`config.mk`:
```
export PLATFORM = sky130hd
export DESIGN_NAME = is_array_ctrl
export DESIGN_NICKNAME = d
export VERILOG_FILES = /design/src/rtl/sa_ctrl_pkg.sv /design/src/rtl/valid_delay_line.sv /design/src/rtl/is_array_ctrl.sv
export SDC_FILE = /design/constraint.sdc
export NUM_CORES = 1
export LEC_CHECK = 0
export ABC_AREA = 1
export ABC_CLOCK_PERIOD_IN_PS = 4400
export BUFFER_PORTS_ARGS = -buffer_cell sky130_fd_sc_hd__buf_2
export CAP_MARGIN = 40
export CORE_UTILIZATION = 35
export DETAILED_ROUTE_END_ITERATION = 16
export SLEW_MARGIN = 20
export SYNTH_ARGS = -nofsm -noshare
export SYNTH_HDL_FRONTEND = slang
export SYNTH_HIERARCHICAL = 1
export SYNTH_SLANG_ARGS = --single-unit
```
`constraint.sdc`:
```
create_clock -name clk -period 4.4 [get_ports clk]
set_input_delay 0 -clock clk [delete_from_list [all_inputs] [get_ports clk]]
set_output_delay 0 -clock clk [all_outputs]
set_load 0.05 [all_outputs]
```
`src/rtl/sa_ctrl_pkg.sv`:
```
// Shared definitions for the systolic-array sequencing controllers.
// Latency: n/a (types and elaboration-time helpers only).
// Backpressure: n/a.
package sa_ctrl_pkg;

  // Controller phases, fixed 3-bit encoding so both array flavours agree.
  typedef enum logic [2:0] {
    ST_IDLE   = 3'd0,
    ST_CLEAR  = 3'd1,
    ST_LOAD   = 3'd2,
    ST_STREAM = 3'd3,
    ST_FLUSH  = 3'd4,
    ST_DONE   = 3'd5
  } state_e;

  // Each column forwards its captured value after 2 cycles, so filling
  // COLS columns takes two cycles per column.
  function automatic int load_cyc(input int cols);
    return 2 * cols;
  endfunction

  // Cycles needed for the last accepted vector to drain the skewed array.
  function automatic int flush_cyc(input int rows, input int cols, input int stage);
    return rows + cols + stage - 1;
  endfunction

  // Cycles from an accepted vector to its result leaving the bottom row.
  function automatic int out_lat(input int rows, input int stage);
    return rows + stage + 1;
  endfunction

  function automatic int max2(input int a, input int b);
    return (a > b) ? a : b;
  endfunction

endpackage

```
`src/rtl/valid_delay_line.sv`:
```
// Fixed-depth valid pipeline: a bit entering in_vld emerges on out_vld DEPTH cycles later.
// Latency: DEPTH cycles; advances every cycle regardless of downstream state.
// Backpressure: none; clr empties the whole line on the next edge.
module valid_delay_line #(
  parameter int DEPTH = 5
) (
  input  logic clk,
  input  logic rst,
  input  logic clr,
  input  logic in_vld,
  output logic out_vld
);

  logic [DEPTH-1:0] sr_q;
  logic [DEPTH-1:0] sr_d;

  // Shift one position per cycle; a clear discards everything in flight.
  always_comb begin
    sr_d    = sr_q << 1;
    sr_d[0] = in_vld;
    if (clr) begin
      sr_d = '0;
    end
  end

  // Register the shift state; reset empties the line.
  always_ff @(posedge clk) begin
    if (rst) begin
      sr_q <= '0;
    end else begin
      sr_q <= sr_d;
    end
  end

  assign out_vld = sr_q[DEPTH-1];

endmodule

```
`src/rtl/is_array_ctrl.sv`:
```
// Job sequencer for the input-stationary systolic array: clear, load activations, stream weights, flush.
// Latency: start -> first wei_ready 2*COLS+2 cycles; last accept -> done FLUSH_CYC+1 cycles.
// Backpressure: wei_valid low in STREAM freezes the array (pipeline_en=0); no other stalls.
module is_array_ctrl
  import sa_ctrl_pkg::*;
#(
  parameter int ROWS  = 4,
  parameter int COLS  = 4,
  parameter int STAGE = 0,
  parameter int CNT_W = 16
) (
  input  logic             clk,
  input  logic             rst,
  input  logic             start,
  input  logic [CNT_W-1:0] k_len,
  input  logic             abort,
  output logic             busy,
  output logic             done,
  output logic             act_ready,
  input  logic             wei_valid,
  output logic             wei_ready,
  output logic             bubble,
  output logic             reg_clear,
  output logic             cell_sc_en,
  output logic             cell_en,
  output logic             pipeline_en,
  output logic             cscan_en,
  output logic             out_valid
);

  localparam int LOAD_CYC  = load_cyc(COLS);
  localparam int FLUSH_CYC = flush_cyc(ROWS, COLS, STAGE);
  localparam int LAT       = out_lat(ROWS, STAGE);
  localparam int PH_W      = $clog2(max2(LOAD_CYC, FLUSH_CYC) + 1);

  localparam logic [PH_W-1:0]  LOAD_LAST  = PH_W'(LOAD_CYC - 1);
  localparam logic [PH_W-1:0]  FLUSH_LAST = PH_W'(FLUSH_CYC - 1);
  localparam logic [PH_W-1:0]  PH_ONE     = PH_W'(1);
  localparam logic [CNT_W-1:0] CNT_ONE    = CNT_W'(1);

  state_e           state_q, state_d;
  logic [PH_W-1:0]  phase_q, phase_d;     // cycles spent in LOAD or FLUSH
  logic [CNT_W-1:0] acc_q, acc_d;         // weight vectors accepted so far
  logic [CNT_W-1:0] klen_q, klen_d;       // job length captured at start
  logic             abort_pend_q, abort_pend_d;  // current CLEAR ends the job

  logic active;     // a job is in progress and can be aborted
  logic abort_eff;  // abort that actually affects this cycle
  logic accept;     // weight vector handshake completes this cycle
  logic last_acc;   // this accept is the k_len-th one
  logic dl_clr;

  assign active    = (state_q == ST_CLEAR) || (state_q == ST_LOAD) ||
                     (state_q == ST_STREAM) || (state_q == ST_FLUSH);
  assign abort_eff = abort && active;
  assign accept    = (state_q == ST_STREAM) && wei_valid;
  // In STREAM klen_q is at least 1, so the decrement cannot wrap.
  assign last_acc  = (acc_q == (klen_q - CNT_ONE));

  // Next-state, counter and job-length update logic.
  always_comb begin
    state_d      = state_q;
    phase_d      = phase_q;
    acc_d        = acc_q;
    klen_d       = klen_q;
    abort_pend_d = abort_pend_q;

    case (state_q)
      ST_IDLE: begin
        // start is honoured here even if abort is also high.
        if (start) begin
          klen_d       = k_len;
          state_d      = ST_CLEAR;
          phase_d      = '0;
          acc_d        = '0;
          abort_pend_d = 1'b0;
        end
      end

      ST_CLEAR: begin
        phase_d = '0;
        if (abort_pend_q) begin
          state_d      = ST_IDLE;
          abort_pend_d = 1'b0;
        end else begin
          state_d = ST_LOAD;
        end
      end

      ST_LOAD: begin
        if (phase_q == LOAD_LAST) begin
          phase_d = '0;
          // An empty job skips both streaming and draining.
          state_d = (klen_q == '0) ? ST_DONE : ST_STREAM;
        end else begin
          phase_d = phase_q + PH_ONE;
        end
      end

      ST_STREAM: begin
        if (accept) begin
          acc_d = acc_q + CNT_ONE;
          if (last_acc) begin
            state_d = ST_FLUSH;
            phase_d = '0;
          end
        end
      end

      ST_FLUSH: begin
        if (phase_q == FLUSH_LAST) begin
          phase_d = '0;
          state_d = ST_DONE;
        end else begin
          phase_d = phase_q + PH_ONE;
        end
      end

      ST_DONE: begin
        state_d = ST_IDLE;
      end

      default: begin
        state_d = ST_IDLE;
      end
    endcase

    // Abort always routes through one clear cycle before returning idle.
    if (abort_eff) begin
      state_d      = ST_CLEAR;
      abort_pend_d = 1'b1;
      phase_d      = '0;
      acc_d        = '0;
    end
  end

  // Controller state registers with synchronous reset.
  always_ff @(posedge clk) begin
    if (rst) begin
      state_q      <= ST_IDLE;
      phase_q      <= '0;
      acc_q        <= '0;
      klen_q       <= '0;
      abort_pend_q <= 1'b0;
    end else begin
      state_q      <= state_d;
      phase_q      <= phase_d;
      acc_q        <= acc_d;
      klen_q       <= klen_d;
      abort_pend_q <= abort_pend_d;
    end
  end

  // Array strobes decoded from the registered state; only the STREAM
  // handshake outputs look at wei_valid directly.
  always_comb begin
    busy        = 1'b0;
    done        = 1'b0;
    act_ready   = 1'b0;
    wei_ready   = 1'b0;
    bubble      = 1'b0;
    reg_clear   = 1'b0;
    cell_sc_en  = 1'b0;
    cell_en     = 1'b0;
    pipeline_en = 1'b0;
    cscan_en    = 1'b0;

    case (state_q)
      ST_CLEAR: begin
        busy      = 1'b1;
        reg_clear = 1'b1;
      end
      ST_LOAD: begin
        busy       = 1'b1;
        act_ready  = 1'b1;
        cell_sc_en = 1'b1;
      end
      ST_STREAM: begin
        busy        = 1'b1;
        cell_en     = 1'b1;
        cscan_en    = 1'b1;
        wei_ready   = wei_valid;
        pipeline_en = wei_valid;
      end
      ST_FLUSH: begin
        busy        = 1'b1;
        cell_en     = 1'b1;
        pipeline_en = 1'b1;
        bubble      = 1'b1;
      end
      ST_DONE: begin
        done = 1'b1;
      end
      default: begin
      end
    endcase
  end

  // Results are tagged only for accepted vectors: flush cycles push zero
  // bubbles whose bottom-row outputs are not results of this job.
  assign dl_clr = reg_clear || abort_eff;

  valid_delay_line #(
    .DEPTH(LAT)
  ) u_out_vld_dly (
    .clk     (clk),
    .rst     (rst),
    .clr     (dl_clr),
    .in_vld  (accept),
    .out_vld (out_valid)
  );

endmodule
```
==> insert_results.sql <==
INSERT INTO impl_metrics (metric_group, metric, value, unit) VALUES
('die', 'core_footprint', '7888', 'µm²'),
('die', 'floorplan.initialDensity', '37.06', '%'),
('synthesis', 'synth-xor-area-share', '5.094', '%'),
('clock_tree', 'cts.repair.resized', '0', ''),
('finish', 'ff_latch_area', '900.9', 'µm²'),
('clock_tree', 'clk_latency', '300', 'ps'),
('finish', 'final_nets', '518', ''),
('clock_tree', 'cts.reportedPaths.clkPinSlew', '80', 'ps'),
('clock_tree', 'tritoncts_num_sinks', '45', ''),
('worst_setup_path', 'critPathSlowestCell', 'nand2_2', ''),
('synthesis', 'synth_simple_gate_area_share', '37.07', '%'),
('finish', 'n_antenna_cell', '0', ''),
('placement', 'dpl_worst_slack', '2154', 'ps'),
('global_route', 'grt_max_degree', '30', ''),
('timing', 'finalHoldViolCount', '0', ''),
('clock_tree', 'cts_htree_levels', '2', ''),
('job', 'cap_violations', '0', ''),
('synthesis', 'postSynth.asyncResetShare', '0', '%'),
('power_and_ir_drop', 'seq_power_share', '30.4', '%'),
('global_route', 'grt_pass1_vias', '2707', ''),
('routing', 'routed_wirelength', '6928', 'µm'),
('synthesis', 'synthesis.nets', '478', ''),
('timing', 'grt_setup_unrepaired', 'no', ''),
('timing', 'timing.setup.tns', '0', 'ps'),
('synthesis', 'post-synth-top-area-fraction', '30.82', '%'),
('worst_setup_path', 'timing_worst_setup_path_type', 'reg -> reg', ''),
('die', 'io_pins', '32', ''),
('routing', 'detailedRoute.firstPassIterationCount', '4', ''),
('worst_setup_path', 'crit_path_end_kind', 'register', ''),
('finish', 'filler_cell_count', '831', ''),
('worst_setup_path', 'cp_arrival', '2510', 'ps'),
('worst_setup_path', 'critical-path-max-stage-delay', '380', 'ps'),
('synthesis', 'synth_top_family_by_area', 'simple AND/OR/NAND/NOR gates', ''),
('timing', 'period_minus_slack', '2265', 'ps'),
('finish', 'finalCoreUtilization', '42.69', '%'),
('finish', 'drive_gt1_share', '14.02', '%'),
('placement', 'placement.io_buffers', '31', ''),
('global_route', 'first_pass_grt_wire_length', '12020', 'µm'),
('routing', 'viasPerCell', '4.726', ''),
('power_and_ir_drop', 'combPwrFrac', '53.1', '%'),
('power_and_ir_drop', 'cellLeakagePower', '1.633', 'nW'),
('clock_tree', 'tritoncts', 'yes', ''),
('placement', 'postPlaceCellArea', '3156', 'µm²'),
('synthesis', 'ys_dominant_reg_cell', 'dfxtp_1', ''),
('die', 'chipHeight', '93.39', 'µm'),
('power_and_ir_drop', 'power.switching', '0.8527', 'mW'),
('global_route', 'antenna_violations_before_repair', '0', ''),
('timing', 'layout_setup_ws', '2135', 'ps'),
('clock_tree', 'clock-root-buffer', 'clkbuf_8', ''),
('power_and_ir_drop', 'power_density', '517.1', 'nW/µm²'),
('worst_setup_path', 'critPathMaxFanout', '29', ''),
('synthesis', 'synth_fa_ha_area_share', '2.568', '%'),
('synthesis', 'synth_seq_area_share', '30.82', '%'),
('die', 'dieArea', '8721', 'µm²'),
('clock_tree', 'tritoncts.num_buffers', '5', ''),
('synthesis', 'synth_top_cell_by_area', 'dfxtp_1', ''),
('routing', 'route.detailed.drc', '0', ''),
('timing', 'worst_clock_skew', '8.231', 'ps'),
('synthesis', 'syn-instance-count', '451', ''),
('synthesis', 'ys_seq_elements', '45', ''),
('timing', 'holdWs', '2.203', 'ps'),
('power_and_ir_drop', 'power.share.clock', '16.4', '%'),
('routing', 'route.antenna.remaining_nets', '0', ''),
('timing', 'finalMaxSlewViolations', '0', ''),
('timing', 'timing.fmax', '0.4415', 'GHz'),
('die', 'site_row_count', '32', ''),
('run_status', 'outcome', 'finished, final reports clean', ''),
('routing', 'number_of_vias_after_detailed_routing', '2807', ''),
('clock_tree', 'clock_path_buffers', '2', ''),
('worst_setup_path', 'cp_data_required_time', '4640', 'ps'),
('die', 'die_width', '93.39', 'µm');
[placed cells by master, fill, tap and decap left out, drive strengths merged, types with 2 or more instances in the layout]
cell         instances
nand2              118
inv                 77
nor2                57
dfxtp               45
a21oi               34
buf                 31
nand3               28
o21ai               22
nor3                13
dlygate4sd3         11
xor2                10
nand4                8
xnor2                7
clkbuf               7
ha                   6
nand3b               4
a31oi                3
o211ai               2
o21bai               2
[logic make-up (layout without fill, tap and decap cells)]
| logic type | count (synthesis) | after routing |
|---|---|---|
| and+or+nand+nor | 229 | 229 |
| buffers and inverters | 86 | 127 |
| AOI/OAI and AO/OA | 68 | 68 |
| DFF | 45 | 45 |
| xor gates and xnor gates | 17 | 17 |
| adders and majority gates | 6 | 6 |
[cell type report]
| cell class | instances | share of cell area, % |
|---|---|---|
| Multi-Input combinational cell | 320 | 49.98 |
| Sequential cell | 45 | 26.76 |
| Inverter | 77 | 8.584 |
| Timing Repair Buffer | 42 | 7.878 |
| Tap cell | 102 | 3.790 |
| Clock buffer | 7 | 2.861 |
| Clock inverter | 1 | 0.1486 |
[tightest hold or removal path: stages]
cell and delay (ps):
buf_2 70, o21ai_0 80, a21oi_1 110
[per-layer routing]
layer / share of wire, % / track usage, % / wire length, µm
met2: 45 / 28.92 / 3100
met5: 0 / 0 / 0
met1: 50 / 22.64 / 3490
met3: 3.3 / 3.577 / 231
met4: 1.5 / 5.256 / 105
[timing repair]
action                                 in CTS  in global routing
hold buffers                               11                  0
endpoints found under the hold margin      10                  0
setup endpoints to repair                   0                  0
[power groups by stage]
stage | registers (mW) | clock network [mW] | logic, mW
floorplan | 0.518 | 0 | 0.740
global placement | 0.537 | 0 | 0.891
detailed placement | 0.539 | 0 | 0.909
CTS | 0.529 | 0.296 | 0.924
global route | 0.540 | 0.311 | 1.06
finish | 0.530 | 0.286 | 0.925
[cell usage after synthesis (3+ instances only)]
| master | n |
|---|---|
| a31oi_1 | 3 |
| nand4_1 | 7 |
| ha_1 | 6 |
| nand3b_1 | 4 |
| dfxtp_1 | 45 |
| inv_2 | 5 |
| nand2_2 | 6 |
| clkbuf_1 | 3 |
| nand2_4 | 3 |
| a21oi_1 | 34 |
| nor2_2 | 6 |
| nor2_1 | 46 |
| nor3_1 | 12 |
| inv_1 | 72 |
| nand2_1 | 108 |
| xor2_1 | 10 |
| o21ai_1 | 3 |
| xnor2_1 | 7 |
| nor2_4 | 4 |
| o21ai_0 | 19 |
| nand3_1 | 28 |
[flip-flops by register name, summed over array words and instances, names as in the netlist]
name / count
u_out_vld_dly/sr_q: 5
phase_q: 4
klen_q: 16
state_q: 3
acc_q: 16
abort_pend_q: 1
[final timing paths]
check | slack, ps | to | start | cells past startpoint
worst max-delay path | 2140 | acc_q[13] | state_q[0] | 15
worst min-delay path | 2 | klen_q[1] | k_len[1] | 3
worst max register to register | 2140 | acc_q[13] | state_q[0] | 15
worst min register to register | 420 | u_out_vld_dly/sr_q[1] | u_out_vld_dly/sr_q[0] | 2
[metrics by stage]
stage               power [mW]  std cells
global route             1.909        594
floorplan                1.258        451
global placement         1.428        575
finish                   1.741        594
CTS                      1.749        594
detailed placement       1.448        575
Power figures use the tool's default switching activity.
